### src/rtl/fnd_pkg.sv
// Shared constants and types for the FND scan driver.
//   DIGIT_BLANK   digit code that renders as an unlit digit
//   SEG_BLANK     active-high glyph for blank
//   SEG_DASH      active-high glyph for codes 11..15
//   SEG_GLYPH     active-high glyphs for numerals 0..9, {dp,g,f,e,d,c,b,a}
//   fnd_state_e   scan FSM states
package fnd_pkg;

  localparam logic [3:0] DIGIT_BLANK = 4'd10;
  localparam logic [7:0] SEG_BLANK   = 8'h00;
  localparam logic [7:0] SEG_DASH    = 8'h40;

  // Element [n] is the glyph for numeral n.
  localparam logic [9:0][7:0] SEG_GLYPH = {
    8'h6F, 8'h7F, 8'h07, 8'h7D, 8'h6D, 8'h66, 8'h4F, 8'h5B, 8'h06, 8'h3F
  };

  typedef enum logic {
    ST_DEAD = 1'b0,
    ST_ON   = 1'b1
  } fnd_state_e;

endpackage

### src/rtl/fnd_seg_decode.sv
// Digit code to seven-segment glyph, purely combinational, active-high.
//   i_code  4-bit digit code (0-9 numeral, 10 blank, 11-15 dash)
//   o_seg   {dp,g,f,e,d,c,b,a}; dp is never lit
module fnd_seg_decode
  import fnd_pkg::*;
(
  input  logic [3:0] i_code,
  output logic [7:0] o_seg
);

  always_comb begin
    o_seg = SEG_DASH;
    if (i_code < 4'd10)            o_seg = SEG_GLYPH[i_code];
    else if (i_code == DIGIT_BLANK) o_seg = SEG_BLANK;
  end

endmodule

### src/rtl/fnd_scan_driver.sv
// Time-multiplexed driver for a 4-digit seven-segment display.
// Each slot lasts CLK_HZ/SCAN_HZ cycles: DEAD_CYCLES with every common off,
// then the slot's digit lit. All four digit codes are captured together at
// the start of a frame so a frame never mixes two scores.
// Ports:
//   i_clk, i_rst      clock, synchronous active-high reset
//   i_en              display enable; low blanks pins and parks scan at frame start
//   i_digit_one..thou digit codes, units .. thousands
//   i_blink           blink request (only with FND_BLINK_EN)
//   o_fnd_com         commons, bit0 = units
//   o_fnd_seg         segments {dp,g,f,e,d,c,b,a}
//   o_frame_tick      one-cycle pulse on the cycle the snapshot is taken
// Optional feature macro: FND_BLINK_EN (blink counter + i_blink port).
module fnd_scan_driver
  import fnd_pkg::*;
#(
  parameter int CLK_HZ      = 50_000_000,
  parameter int SCAN_HZ     = 1_000,
  parameter int DEAD_CYCLES = 64,
  parameter int COM_ACT_LOW = 1,
  parameter int SEG_ACT_LOW = 1
`ifdef FND_BLINK_EN
  ,
  parameter int BLINK_HZ    = 2
`endif
) (
  input  logic       i_clk,
  input  logic       i_rst,
  input  logic       i_en,
  input  logic [3:0] i_digit_one,
  input  logic [3:0] i_digit_ten,
  input  logic [3:0] i_digit_hun,
  input  logic [3:0] i_digit_thou,
`ifdef FND_BLINK_EN
  input  logic       i_blink,
`endif
  output logic [3:0] o_fnd_com,
  output logic [7:0] o_fnd_seg,
  output logic       o_frame_tick
);

  localparam int              DIV     = CLK_HZ / SCAN_HZ;
  localparam int              CW      = $clog2(DIV);
  localparam logic [CW-1:0]   DIV_M1  = CW'(DIV - 1);
  localparam logic [CW-1:0]   DEAD_C  = CW'(DEAD_CYCLES);
  localparam logic [3:0]      COM_OFF = (COM_ACT_LOW != 0) ? 4'hF : 4'h0;
  localparam logic [7:0]      SEG_OFF = (SEG_ACT_LOW != 0) ? 8'hFF : 8'h00;

  logic [CW-1:0]   cnt_q, cnt_d;
  logic [1:0]      idx_q, idx_d;
  fnd_state_e      state_q, state_d;
  logic [3:0][3:0] snap_q;
  logic [3:0]      com_q, com_d;
  logic [7:0]      seg_q, seg_d;
  logic [7:0]      glyph;
  logic            frame_start;
  logic            blink_off;

  // Frame start also covers the first enabled cycle after i_en was low,
  // because a low enable parks the scan at cnt 0 / digit 0.
  assign frame_start  = i_en && !i_rst && (cnt_q == '0) && (idx_q == 2'd0);
  assign o_frame_tick = frame_start;

`ifdef FND_BLINK_EN
  localparam int            BLINK_DIV = CLK_HZ / BLINK_HZ;
  localparam int            BW        = $clog2(BLINK_DIV);
  logic [BW-1:0] blink_q;

  // Free-running; deliberately independent of i_en so blink phase is stable.
  always_ff @(posedge i_clk) begin
    if (i_rst)                               blink_q <= '0;
    else if (blink_q == BW'(BLINK_DIV - 1))  blink_q <= '0;
    else                                     blink_q <= blink_q + 1'b1;
  end

  assign blink_off = i_blink && (blink_q >= BW'(BLINK_DIV / 2));
`else
  assign blink_off = 1'b0;
`endif

  fnd_seg_decode u_dec (
    .i_code (snap_q[idx_q]),
    .o_seg  (glyph)
  );

  // State register
  always_ff @(posedge i_clk) begin
    if (i_rst) state_q <= ST_DEAD;
    else       state_q <= state_d;
  end

  // Next state: prescaler, digit index and FSM phase derived from the new count
  always_comb begin
    cnt_d = cnt_q;
    idx_d = idx_q;
    if (!i_en) begin
      cnt_d = '0;
      idx_d = 2'd0;
    end else if (cnt_q == DIV_M1) begin
      cnt_d = '0;
      idx_d = idx_q + 2'd1;
    end else begin
      cnt_d = cnt_q + 1'b1;
    end
    state_d = (cnt_d < DEAD_C) ? ST_DEAD : ST_ON;
  end

  // Outputs: computed from this cycle's state, registered below
  always_comb begin
    logic [3:0] com_raw;
    logic [7:0] seg_raw;
    com_raw = 4'h0;
    seg_raw = 8'h00;
    if (i_en && state_q == ST_ON) begin
      com_raw[idx_q] = 1'b1;
      seg_raw        = glyph;
    end
    if (blink_off) com_raw = 4'h0;
    com_d = (COM_ACT_LOW != 0) ? ~com_raw : com_raw;
    seg_d = (SEG_ACT_LOW != 0) ? ~seg_raw : seg_raw;
  end

  always_ff @(posedge i_clk) begin
    if (i_rst) begin
      cnt_q  <= '0;
      idx_q  <= 2'd0;
      snap_q <= {4{DIGIT_BLANK}};
      com_q  <= COM_OFF;
      seg_q  <= SEG_OFF;
    end else begin
      cnt_q <= cnt_d;
      idx_q <= idx_d;
      if (frame_start) snap_q <= {i_digit_thou, i_digit_hun, i_digit_ten, i_digit_one};
      com_q <= com_d;
      seg_q <= seg_d;
    end
  end

  assign o_fnd_com = com_q;
  assign o_fnd_seg = seg_q;

endmodule

### config.mk
export PLATFORM = sky130hd
export DESIGN_NAME = fnd_scan_driver
export DESIGN_NICKNAME = d
export VERILOG_FILES = /design/src/rtl/fnd_pkg.sv /design/src/rtl/fnd_seg_decode.sv /design/src/rtl/fnd_scan_driver.sv
export SDC_FILE = /design/constraint.sdc
export NUM_CORES = 1
export LEC_CHECK = 0
export ABC_AREA = 1
export CORE_UTILIZATION = 50
export DETAILED_ROUTE_END_ITERATION = 6
export PLACE_DENSITY = 0.74
export SYNTH_ARGS = -nofsm -noshare
export SYNTH_HDL_FRONTEND = slang
export SYNTH_SLANG_ARGS = --single-unit
export TNS_END_PERCENT = 5
### constraint.sdc
create_clock -name i_clk -period 5.16 [get_ports i_clk]
set_input_delay 1.032 -clock i_clk [delete_from_list [all_inputs] [get_ports i_clk]]
set_output_delay 1.032 -clock i_clk [all_outputs]
set_load 0.005 [all_outputs]
==> out/metrics.yaml, run 1 <==
status: "finished clean"
drt_iter0_drc: 132
synthArstFlopShare_pct: 0
post-route-min-period_ns: 4.06
insertedDiodeCount: 0
wire_per_inst_um: 11.5
routabilityCongestion: 0.896
synth_warnings: 0
clockPowerShare_pct: 33.9
core_area_mm2: 0.00435
critPathKind: "input pin to output pin"
drive_above_1_share_pct: 9.51
synth_ff_type: "dfxtp_1"
multi_input_area_mm2: 0.00120
antenna_found_initial: 0
dp_hpwl_um: 3440
grt.busiest_layer: "met2"
path_common_cell: "clkdlybuf4s50_1"
tns_ns: 0
die_w_um: 69.5
hold_viol_final: 0
ys_seq_elements: 46
hold_buffers: 0
avgSynthCellArea_um2: 7.25
clk_latency_ns: 0.31
gr-usage-all-layers_pct: 20.7
p_comb_share_pct: 9.4
grtUsageMet3_pct: 4.80
synth-simple-area-share_pct: 37.3
regArea_um2: 921
io_buffer_count: 30
p_sw_uw: 164
grtUsageMet2_pct: 31.8
grt_pass1_wl_um: 7960
postSynthCellCount: 314
rows: 24
startpoint_type: "input pin"
dr.pass1.iters: 4
initial_core_util_pct: 52.3
p_per_area_mw_per_mm2: 242
netlist_area_mm2: 0.00228
synth_edf_count: 0
worstPathMaxFanout: 18
dp_cells: 391
rsz0062_at_grt: "no"
synth_fa_ha_area_share_pct: 6.60
synth_top_area_cell: "dfxtp_1"
fin_crit_sh_pct: 78.6
setup-violations-final: 0
grt_max_degree: 20
cp.arrival_ns: 3.03
drv_cap: 0
final_antenna_net_count: 0
grt.overflow.total: 0
p_int_uw: 488
clock_sinks: 46
path_cells: "clkdlybuf4s50_1, clkinv_2, nand2_1, nor2_1, nor4b_4, buf_4, clkdlybuf4s50_1"
post-cts-setup-buffers: 0
clk_pin_slew_ns: 0.09
skew_ns: 0.0124
drt-vias-per-instance: 5.12
die_area_mm2: 0.00483
netlist-cell-type-count: 32
h-tree-depth: 2
cts_tree: "done"
max_stage_delay_ns: 0.58
pre_cts_ws_ns: 1.10
fillers: 399
power_uw: 652
boundaryPins: 32
fin_cells: 399
synth_top_area_share_pct: 40.5
hp-class: "register to register"
max_freq_mhz: 246
finalMaxSlewViolations: 0
yosys-top-cells-area: "dfxtp_1 (40%), nand2_1 (13%), nand3_1 (7.9%), nor2_1 (7.1%), ha_1 (6.6%)"
clockRootBuffer: "clkbuf_8"
synth-compound-area-share_pct: 8.14
cts_buffer_depth: 2
fin_nets: 377
cp_slowest_cell: "clkdlybuf4s50_1"
cp-end-kind: "output pin"
irDropWorstVdd_mv: 0.145
seqPwrFrac_pct: 56.7
synth.area.mux_share_pct: 0
die_y_um: 69.5
seq_area_frac_synth_pct: 40.5
cpLargestDelayFamily: "buffers and inverters"
totalWireLength_um: 4590
synth_fp_nets: 345
grtUsageMet1_pct: 28.0
cts_buffers: 5
critical_path_required_ns: 4.13
crit_buf_inv: 4
netSwitchingFraction_pct: 25.2
cts_resized: 0
vias: 2044
drc: 0
fin_ws_ns: 1.10
synth_top_family_by_area: "simple AND/OR/NAND/NOR gates"
area_delta_synth_final_pct: 18.4
synth-xor-area-share_pct: 0.385
p_leak_uw: 0.00116
grt_pass1_vias: 1811
[cells by family after synthesis]
family	Yosys count
and+or+nand+nor	185
DFF	46
buffers and inverters	36
AOI/OAI and AO/OA	33
adders and majority gates	12
xor gates and xnor gates	1
other	1
[cell type report]
cell class | instances | area share (%)
Multi-Input combinational cell | 232 | 44.4
Sequential cell | 46 | 34.2
Timing Repair Buffer | 31 | 11.4
Inverter | 30 | 4.22
Clock buffer | 5 | 2.55
Tap cell | 52 | 2.41
Clock inverter | 3 | 0.789
[power groups by stage]
stage | Combinational (uW) | Sequential, uW | Clock [uW]
2_1_floorplan | 39.4 | 376 | 0
3_3_place_gp | 59.0 | 378 | 0
3_5_place_dp | 60.7 | 378 | 0
4_1_cts | 61.1 | 369 | 227
5_1_grt | 70.1 | 371 | 243
6_report | 61.1 | 369 | 221
[metal layers]
layer	vias to the layer above	share of wire (%)	wire [um]
li1	1068	-	-
met5	-	0	0
met1	922	50	2310
met3	5	3.9	180
met2	49	44	2040
met4	0	1.3	61
[placed cells by master (no fill, tap or decap), drive strengths merged]
| master | instances |
|---|---|
| a21oi | 11 |
| clkdlybuf4s50 | 30 |
| o311ai | 1 |
| buf | 1 |
| nand3 | 38 |
| or2 | 4 |
| ha | 12 |
| nand2 | 85 |
| conb | 1 |
| o211ai | 2 |
| o21bai | 2 |
| xnor2 | 1 |
| clkbuf | 5 |
| nor3 | 2 |
| a21boi | 1 |
| dfxtp | 46 |
| nor4b | 1 |
| nand4 | 5 |
| clkinv | 4 |
| clkinvlp | 1 |
| inv | 28 |
| nor2 | 50 |
| o21ai | 16 |
[final timing paths]
kind	start	endpoint	slack, ns	depth (start not counted)
setup reg to reg	idx_q[0]	o_fnd_seg[6]	2.91	9
hold / removal	snap_q[2]	snap_q[2]	0.46	2
setup / recovery	i_rst	o_frame_tick	1.10	7
hold reg to reg	snap_q[2]	snap_q[2]	0.46	2
[cells in the mapped netlist (all sizes together), types with 4 or more instances]
| cell type | count |
|---|---|
| inv | 28 |
| nand4 | 5 |
| ha | 12 |
| nand3 | 38 |
| a21oi | 11 |
| or2 | 4 |
| nor2 | 50 |
| o21ai | 16 |
| nand2 | 85 |
| dfxtp | 46 |
| buf | 5 |
[worst register-to-register path, cell delays in order (launching register included)]
cell and delay, ns:
dfxtp_1 0.63, clkinv_1 0.38, nand2_1 0.13, nand3_1 0.07, nand2_1 0.23, inv_1 0.10, ha_1 0.19, or2_1 0.24
nand3_1 0.08, o311ai_1 0.09
[registers in the layout, indices dropped and copies added (netlist names)]
register / flops
o_fnd_seg: 7
o_fnd_com: 4
cnt_q: 16
idx_q: 2
state_q: 1
snap_q: 16
[per-stage QoR]
| step | hold WS [ns] | instance area (um2) | util [%] |
|---|---|---|---|
| after floorplan | 0.424 | 2280 | - |
| after global placement | 0.444 | 2610 | 59.8 |
| after detailed placement | 0.448 | 2610 | 59.8 |
| after CTS | 0.462 | 2700 | 61.9 |
| after global routing | 0.496 | 2700 | 61.9 |
| final | 0.464 | 2700 | 61.9 |
No activity file was read; power rests on OpenSTA's default activity.
==> run 2: changes to the inputs <==
clock period = 3.8 ns   (was 5.16 ns; I/O delays follow)
==> run 2 against run 1 <==
Effect of this change:
- sequential power is 36% higher
- worst hold slack worse by 0.011 ns
- clock-buffer cell count is 1 higher
- final cell count is 0.25% higher
- critical path depth is 1 lower
- critical path type unchanged
- highest routed layer unchanged
==> out/metrics.yaml, run 2 (synthesis gave the netlist of run 1 again) <==
hold_buffers: 0
h-tree-depth: 2
final_core_util_pct: 62.5
cts_tree: "done"
cp-end-kind: "output pin"
crit_buf_inv: 3
final_antenna_net_count: 0
cp_slowest_cell: "clkdlybuf4s50_1"
fillers: 411
pre_cts_ws_ns: 0.608
hold_viol_final: 0
rsz0062_at_grt: "no"
path_common_cell: "clkdlybuf4s50_1"
grt.overflow.total: 0
cts_resized: 0
p_per_area_mw_per_mm2: 347
drv_cap: 0
rows: 24
critical_path_required_ns: 3.04
clk_pin_slew_ns: 0.08
post-route-min-period_ns: 3.18
die_w_um: 69.5
final_common_cell: "nand2_1"
hp-class: "register to register"
drt_iter0_drc: 98
totalWireLength_um: 4630
grt_max_degree: 20
initial_core_util_pct: 52.3
irDropWorstVdd_mv: 0.232
die_area_mm2: 0.00483
core_area_mm2: 0.00435
fin_cells: 400
cp.arrival_ns: 2.42
tns_ns: 0
insertedDiodeCount: 0
final_cell_mix: "nand2_1 (77), dfxtp_1 (46), nor2_1 (43), nand3_1 (36), clkdlybuf4s50_1 (30)"
p_leak_uw: 0.00117
cpLargestDelayFamily: "buffers and inverters"
io_buffer_count: 30
worstPathMaxFanout: 10
cts_buffer_depth: 2
dp_hpwl_um: 3480
gr-usage-all-layers_pct: 20.9
clockRootBuffer: "clkbuf_8"
boundaryPins: 32
area_delta_synth_final_pct: 19.6
drive_above_1_share_pct: 9.48
setup-violations-final: 0
drt-vias-per-instance: 5.12
skew_ns: 0.00391
critPathKind: "input pin to output pin"
path_cells: "clkdlybuf4s50_1, clkinv_2, nand2_1, nor2_1, nor4b_4, clkdlybuf4s50_1"
wire_per_inst_um: 11.6
status: "finished clean"
cts_buffers: 5
finalMaxSlewViolations: 0
post-cts-setup-buffers: 0
max_freq_mhz: 314
design_area_mm2: 0.00272
dr.pass1.iters: 4
antenna_found_initial: 0
clock_sinks: 46
startpoint_type: "input pin"
dp_cells: 392
routabilityCongestion: 0.903
die_y_um: 69.5
vias: 2047
grt_pass1_wl_um: 8090
fin_crit_sh_pct: 83.7
drc: 0
clk_latency_ns: 0.30
fin_nets: 378
fin_ws_ns: 0.619
grt_pass1_vias: 1822
dpl_cell_area_mm2: 0.00261
max_stage_delay_ns: 0.57
==> run 2: changes by cell type in the layout (fill, tap and decap cells not counted) <==
cell       delta
buf_4         +1
bufinv_16     +1
clkbuf_1      +1
clkinv_2      -1
clkinv_4      -1
==> run 2: final cells by class <==
| class | instances | area, um2 | area share (%) |
|---|---|---|---|
| inverters | 30 | 114 | 4.18 |
| well taps | 52 | 65.1 | 2.39 |
| multi-input cells | 232 | 1200 | 44.0 |
| flip-flops and latches | 46 | 921 | 33.8 |
| clock inverters | 2 | 37.5 | 1.38 |
| repair buffers | 32 | 315 | 11.6 |
| clock buffers | 6 | 72.6 | 2.67 |
==> run 2: tightest hold or removal path: cells and delay by family, from the launching register on <==
family          cells  cell delay, ns
flops               1            0.30
buf+inv             1            0.06
compound gates      1            0.05
==> run 2: stage by stage <==
stage | hold slack, ns | power [uW]
floorplan | 0.424 | 565
global placement | 0.439 | 594
detailed placement | 0.445 | 596
CTS | 0.457 | 954
global route | 0.479 | 987
finish | 0.453 | 946
==> run 2: path summary, 6_finish.rpt <==
check,slack [ns],from,depth (start not counted),endpoint
max reg2reg,1.60,idx_q[0],9,o_fnd_seg[6]
max,0.62,i_rst,6,o_frame_tick
min,0.45,snap_q[0],2,snap_q[0]
min reg2reg,0.45,snap_q[0],2,snap_q[0]
==> run 2: power breakdown <==
| group | internal, uW | switching (uW) | leakage [uW] |
|---|---|---|---|
| Sequential | 495 | 6.85 | 0.000374 |
| Clock | 196 | 165 | 0.0000514 |
| Combinational | 38.9 | 43.9 | 0.000743 |
==> run 2: layer usage <==
metal	global-route usage (%)	wire, um	up-vias
li1	-	-	1069
met1	28.0	2250	920
met2	32.3	2080	53
met3	6.10	242	5
met4	6.80	59	0
met5	0	0	-
==> run 3: changes to the inputs <==
clock period = 3.2 ns   (was 3.8 ns; I/O delays follow)
==> run 3 against run 2 <==
Effect of this change:
- first-iteration DRC count decreased by 2.0%
- combinational power increased by 23%
- utilization increased by 0.34 points
- power increased by 19%
- clock-buffer cell count unchanged
- die area unchanged
- final cell count increased by 0.50%
- wire length increased by 1.5%
- via count decreased by 0.73%
- critical endpoint unchanged
==> out/metrics.yaml, run 3 (synthesis gave the netlist of run 1 again) <==
fin_cells: 402
dpl_cell_area_mm2: 0.00263
dr.pass1.iters: 4
cp.arrival_ns: 2.21
finalMaxSlewViolations: 0
final_common_cell: "nand2_1"
insertedDiodeCount: 0
die_w_um: 69.5
die_area_mm2: 0.00483
drv_cap: 0
area_delta_synth_final_pct: 20.3
startpoint_type: "register"
routabilityCongestion: 0.890
irDropWorstVdd_mv: 0.250
cp-end-kind: "output pin"
cts_buffers: 5
final_cell_mix: "nand2_1 (77), dfxtp_1 (46), nor2_1 (43), nand3_1 (36), clkdlybuf4s50_1 (30)"
tns_ns: 0
design_area_mm2: 0.00274
hp-class: "register to register"
worstPathMaxFanout: 14
grt_pass1_wl_um: 8220
rows: 24
rsz0062_at_grt: "no"
post-cts-setup-buffers: 0
dp_hpwl_um: 3560
cts_buffer_depth: 2
wire_per_inst_um: 11.7
hold_viol_final: 0
core_area_mm2: 0.00435
grt_max_degree: 20
r2r_slack_ns: 1.05
critPathKind: "register to output pin"
drt-vias-per-instance: 5.05
die_y_um: 69.5
antenna_found_initial: 0
setup-violations-final: 0
final_antenna_net_count: 0
clockRootBuffer: "clkbuf_8"
max_freq_mhz: 350
cts_tree: "done"
totalWireLength_um: 4690
clk_pin_slew_ns: 0.09
boundaryPins: 32
cts_resized: 0
initial_core_util_pct: 52.3
grt.overflow.total: 0
critical_path_required_ns: 2.56
drc: 0
gr-usage-all-layers_pct: 21.1
clock_sinks: 46
p_leak_uw: 0.00118
io_buffer_count: 30
fin_nets: 380
drive_above_1_share_pct: 10.0
skew_ns: 0.00851
hold_buffers: 0
post-route-min-period_ns: 2.85
drt_iter0_drc: 96
vias: 2032
status: "finished clean"
fin_crit_sh_pct: 89.2
dp_cells: 394
clk_latency_ns: 0.30
p_per_area_mw_per_mm2: 411
h-tree-depth: 2
grt_pass1_vias: 1911
[run 3: final timing paths]
check | endpoint | from | depth (start not counted)
hold reg to reg | snap_q[0] | snap_q[0] | 2
setup reg to reg | o_fnd_seg[6] | idx_q[0] | 9
setup / recovery | o_frame_tick | idx_q[0] | 5
hold / removal | snap_q[0] | snap_q[0] | 2
[run 3: power breakdown]
part | total, uW | switching [uW] | leakage (uW) | internal, uW
Combinational | 102 | 54.0 | 0.000753 | 47.8
Clock | 427 | 194 | 0.0000514 | 233
Sequential | 596 | 8.58 | 0.000374 | 588
[run 3: worst max-delay path, cell delays in order (launching register included)]
cell and delay (ns):
dfxtp_1 0.60, clkinv_1 0.34, ha_1 0.31, nand3_1 0.15, nor4b_4 0.07, clkdlybuf4s50_1 0.44
[run 3: layer usage]
layer	share of wire [%]	routed length [um]	vias up	global-route usage, %
met5	0	0	-	0
met4	1.9	89	0	7.94
met3	4.1	191	9	4.80
met2	44	2080	51	33.1
li1	-	-	1077	-
met1	50	2330	895	28.2
[run 3: stage by stage]
step           setup slack, ns  utilization, %  hold WS [ns]  power, uW
2_1_floorplan             1.12               -         0.424        671
3_3_place_gp             0.419            60.3         0.438        708
3_5_place_dp             0.412            60.3         0.441        711
4_1_cts                  0.318            62.9         0.454       1140
5_1_grt                  0.188            62.9         0.486       1180
6_report                 0.346            62.9         0.449       1120
[run 3: layout make-up]
type	instances	area, um2
fill	386	1620
multi-input combinational	232	1200
sequential	46	921
timing repair buffer	34	330
inverter	30	114
clock buffer	6	72.6
tap	52	65.1
clock inverter	2	37.5
